File: src/rtl/cache_ctrl_pkg.sv
// Shared types and default sizing for the cache controller slice.
package cache_ctrl_pkg;

  typedef enum logic [2:0] {
    IDLE       = 3'd0,
    READ       = 3'd1,
    READ_MISS  = 3'd2,
    READ_MEM   = 3'd3,
    READ_DATA  = 3'd4,
    WRITE      = 3'd5,
    WRITE_MEM  = 3'd6,
    WRITE_DATA = 3'd7
  } state_e;

  localparam int DEFAULT_WAIT_CYCLES = 4;
  localparam int DEFAULT_LINE_BEATS  = 1;
  localparam int CNT_W               = 8;

endpackage

File: src/rtl/cache_ctrl_param_wait_cnt.sv
// Loadable down-counter that paces memory beats; saturates at zero.
module wait_cnt #(
  parameter int WIDTH = 8
) (
  input  logic             clk,
  input  logic             reset,
  input  logic             load_i,
  input  logic             dec_i,
  input  logic [WIDTH-1:0] value_i,
  output logic             zero_o
);

  logic [WIDTH-1:0] count_q;
  logic [WIDTH-1:0] count_d;

  always_comb begin
    count_d = count_q;
    if (load_i) begin
      count_d = value_i;
    end else if (dec_i && (count_q != '0)) begin
      count_d = count_q - 1'b1;
    end
  end

  always_ff @(posedge clk or negedge reset) begin
    if (!reset) begin
      count_q <= '0;
    end else begin
      count_q <= count_d;
    end
  end

  assign zero_o = (count_q == '0);

endmodule

File: src/rtl/cache_ctrl_param.sv
// Cache controller FSM: read hit/miss with multi-beat fill, write-through writes.
// Optional write-allocate on write miss via `define CACHE_CTRL_WRITE_ALLOCATE_EN.
module cache_ctrl_param
  import cache_ctrl_pkg::*;
#(
  parameter int WAIT_CYCLES = DEFAULT_WAIT_CYCLES,
  parameter int LINE_BEATS  = DEFAULT_LINE_BEATS
) (
  input  logic clk,
  input  logic reset,
  input  logic Strobe,
  input  logic DRW,
  input  logic M,
  input  logic V,
  output logic DReady,
  output logic W,
  output logic MStrobe,
  output logic MRW,
  output logic RSel,
  output logic WSel,
  output logic [((LINE_BEATS > 1) ? $clog2(LINE_BEATS) : 1)-1:0] BeatIdx,
  output logic Busy
);

  localparam int BW = (LINE_BEATS > 1) ? $clog2(LINE_BEATS) : 1;
  localparam logic [BW-1:0]    LAST_BEAT = BW'(LINE_BEATS - 1);
  localparam logic [CNT_W-1:0] RELOAD    = CNT_W'(WAIT_CYCLES - 1);

  state_e        state_q, state_d;
  logic [BW-1:0] beatIdx_q, beatIdx_d;
  logic          cntLoad, cntDec, cntZero;
  logic          hit;
`ifdef CACHE_CTRL_WRITE_ALLOCATE_EN
  logic          alloc_q, alloc_d;
`endif

  assign hit     = M & V;
  assign BeatIdx = beatIdx_q;

  wait_cnt #(.WIDTH(CNT_W)) u_wait_cnt (
    .clk     (clk),
    .reset   (reset),
    .load_i  (cntLoad),
    .dec_i   (cntDec),
    .value_i (RELOAD),
    .zero_o  (cntZero)
  );

  always_ff @(posedge clk or negedge reset) begin
    if (!reset) begin
      state_q   <= IDLE;
      beatIdx_q <= '0;
`ifdef CACHE_CTRL_WRITE_ALLOCATE_EN
      alloc_q   <= 1'b0;
`endif
    end else begin
      state_q   <= state_d;
      beatIdx_q <= beatIdx_d;
`ifdef CACHE_CTRL_WRITE_ALLOCATE_EN
      alloc_q   <= alloc_d;
`endif
    end
  end

  always_comb begin
    state_d   = state_q;
    beatIdx_d = beatIdx_q;
    cntLoad   = 1'b0;
    cntDec    = 1'b0;
    DReady    = 1'b0;
    W         = 1'b0;
    MStrobe   = 1'b0;
    MRW       = 1'b0;
    RSel      = 1'b0;
    WSel      = 1'b0;
    Busy      = 1'b1;
`ifdef CACHE_CTRL_WRITE_ALLOCATE_EN
    alloc_d   = alloc_q;
`endif
    case (state_q)
      IDLE: begin
        Busy = 1'b0;
        if (Strobe) begin
          state_d = DRW ? WRITE : READ;
        end
      end
      READ: begin
        if (hit) begin
          DReady  = 1'b1;
          state_d = IDLE;
        end else begin
          state_d = READ_MISS;
        end
      end
      READ_MISS: begin
        MStrobe   = 1'b1;
        beatIdx_d = '0;
        cntLoad   = 1'b1;
        state_d   = READ_MEM;
      end
      READ_MEM: begin
        RSel   = 1'b1;
        WSel   = 1'b1;
        cntDec = 1'b1;
        if (cntZero) begin
          state_d = READ_DATA;
        end
      end
      READ_DATA: begin
        W    = 1'b1;
        RSel = 1'b1;
        WSel = 1'b1;
        if (beatIdx_q == LAST_BEAT) begin
`ifdef CACHE_CTRL_WRITE_ALLOCATE_EN
          // An allocating fill hands control back to the pending write instead of the CPU.
          if (alloc_q) begin
            alloc_d = 1'b0;
            state_d = WRITE;
          end else begin
            DReady  = 1'b1;
            state_d = IDLE;
          end
`else
          DReady  = 1'b1;
          state_d = IDLE;
`endif
        end else begin
          beatIdx_d = beatIdx_q + 1'b1;
          MStrobe   = 1'b1;
          cntLoad   = 1'b1;
          state_d   = READ_MEM;
        end
      end
      WRITE: begin
`ifdef CACHE_CTRL_WRITE_ALLOCATE_EN
        if (!hit) begin
          alloc_d = 1'b1;
          state_d = READ_MISS;
        end else begin
          W       = 1'b1;
          MStrobe = 1'b1;
          MRW     = 1'b1;
          cntLoad = 1'b1;
          state_d = WRITE_MEM;
        end
`else
        W       = hit;
        MStrobe = 1'b1;
        MRW     = 1'b1;
        cntLoad = 1'b1;
        state_d = WRITE_MEM;
`endif
      end
      WRITE_MEM: begin
        MRW    = 1'b1;
        cntDec = 1'b1;
        if (cntZero) begin
          state_d = WRITE_DATA;
        end
      end
      WRITE_DATA: begin
        DReady  = 1'b1;
        MRW     = 1'b1;
        state_d = IDLE;
      end
      default: begin
        Busy    = 1'b0;
        state_d = IDLE;
      end
    endcase
  end

endmodule
File: config.mk
export PLATFORM = sky130hd
export DESIGN_NAME = cache_ctrl_param
export DESIGN_NICKNAME = d
export VERILOG_FILES = /design/src/rtl/cache_ctrl_pkg.sv /design/src/rtl/cache_ctrl_param_wait_cnt.sv /design/src/rtl/cache_ctrl_param.sv
export SDC_FILE = /design/constraint.sdc
export NUM_CORES = 1
export LEC_CHECK = 0
export CAP_MARGIN = 20
export CORE_UTILIZATION = 46
export CTS_CLUSTER_SIZE = 28
export DETAILED_ROUTE_END_ITERATION = 10
export MAX_ROUTING_LAYER = met4
export PLACE_DENSITY = 0.73
export SYNTH_ARGS = -nofsm -noshare
export SYNTH_HDL_FRONTEND = slang
export SYNTH_HIERARCHICAL = 1
export SYNTH_SLANG_ARGS = --single-unit
File: constraint.sdc
create_clock -name clk -period 2.25 [get_ports clk]
set_clock_uncertainty 0.2 [all_clocks]
set_input_delay 0.45 -clock clk [delete_from_list [all_inputs] [get_ports clk]]
set_output_delay 0.45 -clock clk [all_outputs]
set_load 0.01 [all_outputs]
==> results of run 1 <==
[layout make-up]
class	count	area share
tap	24	0.0280
clock inverter	1	0.00466
sequential	11	0.259
multi-input combinational	79	0.492
clock buffer	3	0.0210
inverter	4	0.0140
timing repair buffer	22	0.182
[synth_stat cells (all sizes together), types with 2 or more instances]
cell type / n
or3b: 2
a21oi: 6
nand3b: 2
nand4: 2
nor2b: 2
a22o: 2
nor3b: 3
dfrtp: 11
a31oi: 3
buf: 6
a221o: 2
nand2: 4
conb: 2
nand2b: 3
a211o: 2
o21ai: 3
nor3: 3
inv: 3
ha: 2
nand3: 2
nor2: 6
or4: 3
mux2i: 2
[power groups by stage]
stage	registers (mW)	clock network [mW]	logic, mW
2_1_floorplan	0.385	0	0.700
3_3_place_gp	0.419	0	1.01
3_5_place_dp	0.426	0	1.03
4_1_cts	0.420	0.148	1.01
5_1_grt	0.447	0.153	1.15
6_report	0.427	0.143	1.03
[repair_timing]
action / in CTS / in global routing
resized for setup: 7 / 5
hold buffers: 0 / 0
setup endpoints to repair: 6 / 5
setup buffers: 1 / 0
[cell usage in the layout (no fill, tap or decap), drive strengths merged, types with 2 or more instances in the layout]
cell type,instances
dfrtp,11
buf,10
conb,9
clkdlybuf4s50,6
a21oi,6
nor2,6
dlygate4sd2,5
nand2,4
inv,3
nand2b,3
a31oi,3
o21ai,3
clkbuf,3
or4,3
nor3b,3
nor3,3
mux2i,2
nand3b,2
nor2b,2
a22o,2
nand4,2
nand3,2
a221o,2
ha,2
clkinv,2
or3b,2
a211o,2
[logic make-up after synthesis]
family | share of synthesized area
flip-flops | 0.331
buffers and inverters | 0.0753
multiplexers | 0.0241
AO/OA/AOI/OAI | 0.256
AND/OR/NAND/NOR | 0.274
adder cells (fa/ha/maj) | 0.0301
other | 0.00904
[registers in the layout, summed over array words and instances (netlist names)]
signal	count
state_q	3
u_wait_cnt/count_q	8
[routing by layer]
| layer | vias up | track usage |
|---|---|---|
| met5 | - | - |
| met4 | 0 | 0.0485 |
| met3 | 0 | 0.0531 |
| met2 | 24 | 0.335 |
| met1 | 400 | 0.327 |
| li1 | 403 | - |
[worst min-delay path by stage]
stage	cells past startpoint	to
after detailed placement	2	u_wait_cnt/count_q[0]
final	1	u_wait_cnt/count_q[7]
after floorplan	0	state_q[0]
after global routing	1	u_wait_cnt/count_q[6]
after global placement	2	u_wait_cnt/count_q[1]
after CTS	1	u_wait_cnt/count_q[7]
[per-stage QoR]
stage | worst slack, ns | instances | utilization
after floorplan | 0.0958 | 101 | -
after global placement | -0.157 | 139 | 0.644
after detailed placement | -0.172 | 139 | 0.644
after CTS | 0.0284 | 144 | 0.664
after global routing | 0.000772 | 144 | 0.673
final | 0.112 | 144 | 0.673
==> flow_summary.yaml, run 1 <==
power:
  internal_power_mw: 0.887
  power_switching_mw: 0.718
  swShare: 0.447
  p_comb_frac: 0.645
  vdd_drop_max_uv: 775
  fin_total_pwr_mw: 1.60
  p_clk_frac: 0.089
  p_per_area_nw_per_um2: 1490
  p_leak_nw: 0.460
  pwr-share-seq: 0.266
clock_tree:
  cts.sinks: 11
  cts_root_buf: "clkbuf_4"
  cts_buffer_depth: 2
  clkTransAtPathRegs_ns: 0.08
  clk_latency_ns: 0.27
  htreeDepth: 1
  numCtsBuffers: 3
  cts_tree: "built"
final_layout:
  fillers: 130
  drive_gt1_frac: 0.183
  final_nets: 129
  register_area_sq_um: 278
  multi_input_area_sq_um: 528
  antenna_cells: 0
  area_growth_syn_to_layout_pct: 29.2
  final_area_sq_um: 1070
setup_path:
  crit_start: "M"
  cp_slowest_stage_delay_ns: 0.50
  cp.depth: 4
  crit_family: "buffers and inverters"
  crit_path_top_delay_cell: "clkdlybuf4s50_1"
  crit_type: "in -> out"
  rrSetupSlack_ns: 0.13
  worstPathBufferInverterCount: 2
  crit_path_start_kind: "input pin"
  endpoint_kind: "primary output"
  rr_worst_depth: 6
  critPathArrivalTime_ns: 1.49
  worstReg2RegEnd: "u_wait_cnt/count_q[3]"
  path_cells: "clkdlybuf4s50_1, nand4b_1, a31oi_1, dlygate4sd2_1"
  worstPathRequired_ns: 1.60
  crit_fanout: 3
  cp-endpoint: "DReady"
  timing.rr.start: "state_q[0]"
route:
  drtIter0Drc: 14
  drt-met1-wl_um: 926
  highest_layer: "met3"
  first_pass_iters: 4
  routedWlPerCell_um: 13.7
  route.vias.total: 827
  drt-vias-per-instance: 5.74
  met3_wirelength_um: 104
  drcViolationCount: 0
  routed_wl_mm: 1.97
  dr_wl_met2_um: 938
  postRouteAntennaNets: 0
worst_hold_path:
  hp-class: "in -> async"
synthesis:
  yosys_warnings: 6
  synth.largest_area_cell: "dfrtp_1"
  synth_edf_count: 0
  ys_seq_area_frac: 0.331
  dominantRegCellSynth: "dfrtp_1"
  synthCells: 94
  synth.area.top_cells: "dfrtp_1 (33%), a21oi_1 (3.6%), ha_1 (3.0%)"
  synth_area_sq_um: 831
  syn_area_per_cell_sq_um: 8.84
  netlist.area_leader.share: 0.331
  synth-seq-cells: 11
  ys_types: 46
  async_reset_ff_frac: 1.00
global_route:
  antenna_found_initial: 0
  grtUsageTotal: 0.231
  grt_max_degree: 15
  grt_pass1_wl_mm: 3.32
  grt-ovfl-total: 0
  grt_pass1_vias: 773
sta:
  slew_headroom: 0.618
  worst_hold_slack_ns: 0.318
  tns_ns: 0
  fin_crit_ns: 2.14
  period_share: 0.950
  fmax_mhz: 468
  finalSetupViolations: 0
  report.final.slew_viol_count: 0
  tightestPinTransition_ns: 0.568
  rsz0062_at_grt: "false"
  hold_viol: 0
placement:
  dpl.hpwl_mm: 1.44
  gp_congestion: 0.820
  dpl-instance-area_sq_um: 1030
  numPortBuffers: 12
status:
  outcome: "finished clean"
floorplan:
  core-area_sq_um: 1590
  fp.dieH_um: 44.5
  die_area_sq_um: 1980
  num_rows: 14
  die_x_um: 44.5
  ios: 14
  start_util: 0.521
job:
  maxCapViolCount: 0
No activity file was read; power rests on OpenSTA's default activity.
==> inputs of run 2 (changes only) <==
--- a/config.mk
+++ b/config.mk
@@ -11,6 +11,7 @@
 export DETAILED_ROUTE_END_ITERATION = 10
 export MAX_ROUTING_LAYER = met4
 export PLACE_DENSITY = 0.73
+export SETUP_SLACK_MARGIN = 0.2
 export SYNTH_ARGS = -nofsm -noshare
 export SYNTH_HDL_FRONTEND = slang
 export SYNTH_HIERARCHICAL = 1
==> flow_summary.yaml, run 2 (same netlist as run 1, synthesis figures left out) <==
status:
  outcome: "finished clean"
final_layout:
  antenna_cells: 0
  final_area_sq_um: 1180
  final_cell_mix: "buf_4 (18), conb_1 (9), dfrtp_1 (8)"
  fillers: 131
  mostFrequentLayoutCell: "buf_4"
  final_nets: 139
  regMostFlops: "u_wait_cnt/count_q"
  area_growth_syn_to_layout_pct: 41.6
  drive_gt1_frac: 0.354
  final_cells: 154
  largest_reg_flops: 8
  fin_util: 0.738
  top_regs: "u_wait_cnt/count_q: 8 flops, state_q: 3 flops"
global_route:
  grt_pass1_vias: 741
  grt-ovfl-total: 0
  grt_pass1_wl_mm: 3.44
  antenna_found_initial: 0
  grt_max_degree: 15
  grtUsageTotal: 0.244
placement:
  dpl.hpwl_mm: 1.39
  dp_slack_ns: -0.201
  numPortBuffers: 12
  dpl-instance-area_sq_um: 1050
  gp_congestion: 0.793
  placedCellCount: 138
sta:
  fmax_mhz: 485
  worst_hold_slack_ns: 0.313
  tns_ns: 0
  finalSetupViolations: 0
  hold_viol: 0
  report.final.slew_viol_count: 0
  period_share: 0.917
  worst_slack_ns: 0.188
  rsz0062_at_grt: "true"
  fin_crit_ns: 2.06
  tightestPinTransition_ns: 0.630
  slew_headroom: 0.576
route:
  routed_wl_mm: 2.08
  first_pass_iters: 4
  route.vias.total: 836
  drcViolationCount: 0
  drtIter0Drc: 23
  postRouteAntennaNets: 0
  routedWlPerCell_um: 13.5
  drt-vias-per-instance: 5.43
clock_tree:
  cts.sinks: 11
  htreeDepth: 1
  clkTransAtPathRegs_ns: 0.07
  clk_latency_ns: 0.27
  numCtsBuffers: 3
  cts_root_buf: "clkbuf_4"
  cts_tree: "built"
  cts_buffer_depth: 2
  cts_hold_buf: 0
power:
  p_per_area_nw_per_um2: 1520
  vdd_drop_max_uv: 793
  fin_total_pwr_mw: 1.79
  p_leak_nw: 0.504
floorplan:
  num_rows: 14
  fp.dieH_um: 44.5
  die_area_sq_um: 1980
  die_x_um: 44.5
  start_util: 0.521
  ios: 14
  core-area_sq_um: 1590
job:
  maxCapViolCount: 0
setup_path:
  crit_start: "state_q[0]"
  crit_type: "reg -> reg"
  timing.rr.start: "state_q[0]"
  worstPathRequired_ns: 2.21
  crit_path_start_kind: "register"
  endpoint_kind: "register"
  critPathArrivalTime_ns: 2.02
  crit_fanout: 6
worst_hold_path:
  hp-class: "in -> async"
[run 2: worst max-delay path, stage by stage (launching register included)]
cell and delay [ns]:
dfrtp_2 0.46, nand2b_4 0.19, a21oi_4 0.13, or3b_4 0.43
o311a_1 0.30, a221o_1 0.25
[run 2: final cells by class]
class	count	area, sq um	area share
Multi-Input combinational cell	79	581	0.494
Sequential cell	11	279	0.237
Timing Repair Buffer	32	245	0.209
Tap cell	24	30.0	0.0255
Clock buffer	4	26.3	0.0223
Inverter	4	15.0	0.0128
[run 2: final timing paths]
kind | end | slack [ns] | depth (start not counted)
min in group clk | u_wait_cnt/count_q[4] | 0.39 | 2
setup reg to reg | u_wait_cnt/count_q[7] | 0.19 | 5
setup / recovery | u_wait_cnt/count_q[7] | 0.19 | 5
hold / removal | u_wait_cnt/count_q[6] | 0.31 | 1
max in group asynchronous | state_q[1] | 1.17 | 1
hold reg to reg | u_wait_cnt/count_q[4] | 0.39 | 2
[run 2: layer usage]
metal | vias to the layer above | wire length (um) | track usage
li1 | 424 | - | -
met1 | 398 | 1020 | 0.328
met2 | 12 | 973 | 0.371
met3 | 2 | 73 | 0.0735
met4 | 0 | 10 | 0.0364
met5 | - | 0 | -
[run 2: repair_timing]
action	CTS	global route
pin swaps	3	3
setup buffers	8	4
resized for setup	18	16
endpoints found under the setup margin	14	11
[run 2: power by group]
group / switching [mW] / internal [mW] / total (mW) / leakage, nW
sequential: 0.132 / 0.309 / 0.441 / 0.127
combinational: 0.583 / 0.633 / 1.22 / 0.361
clock: 0.0640 / 0.0686 / 0.133 / 0.0150
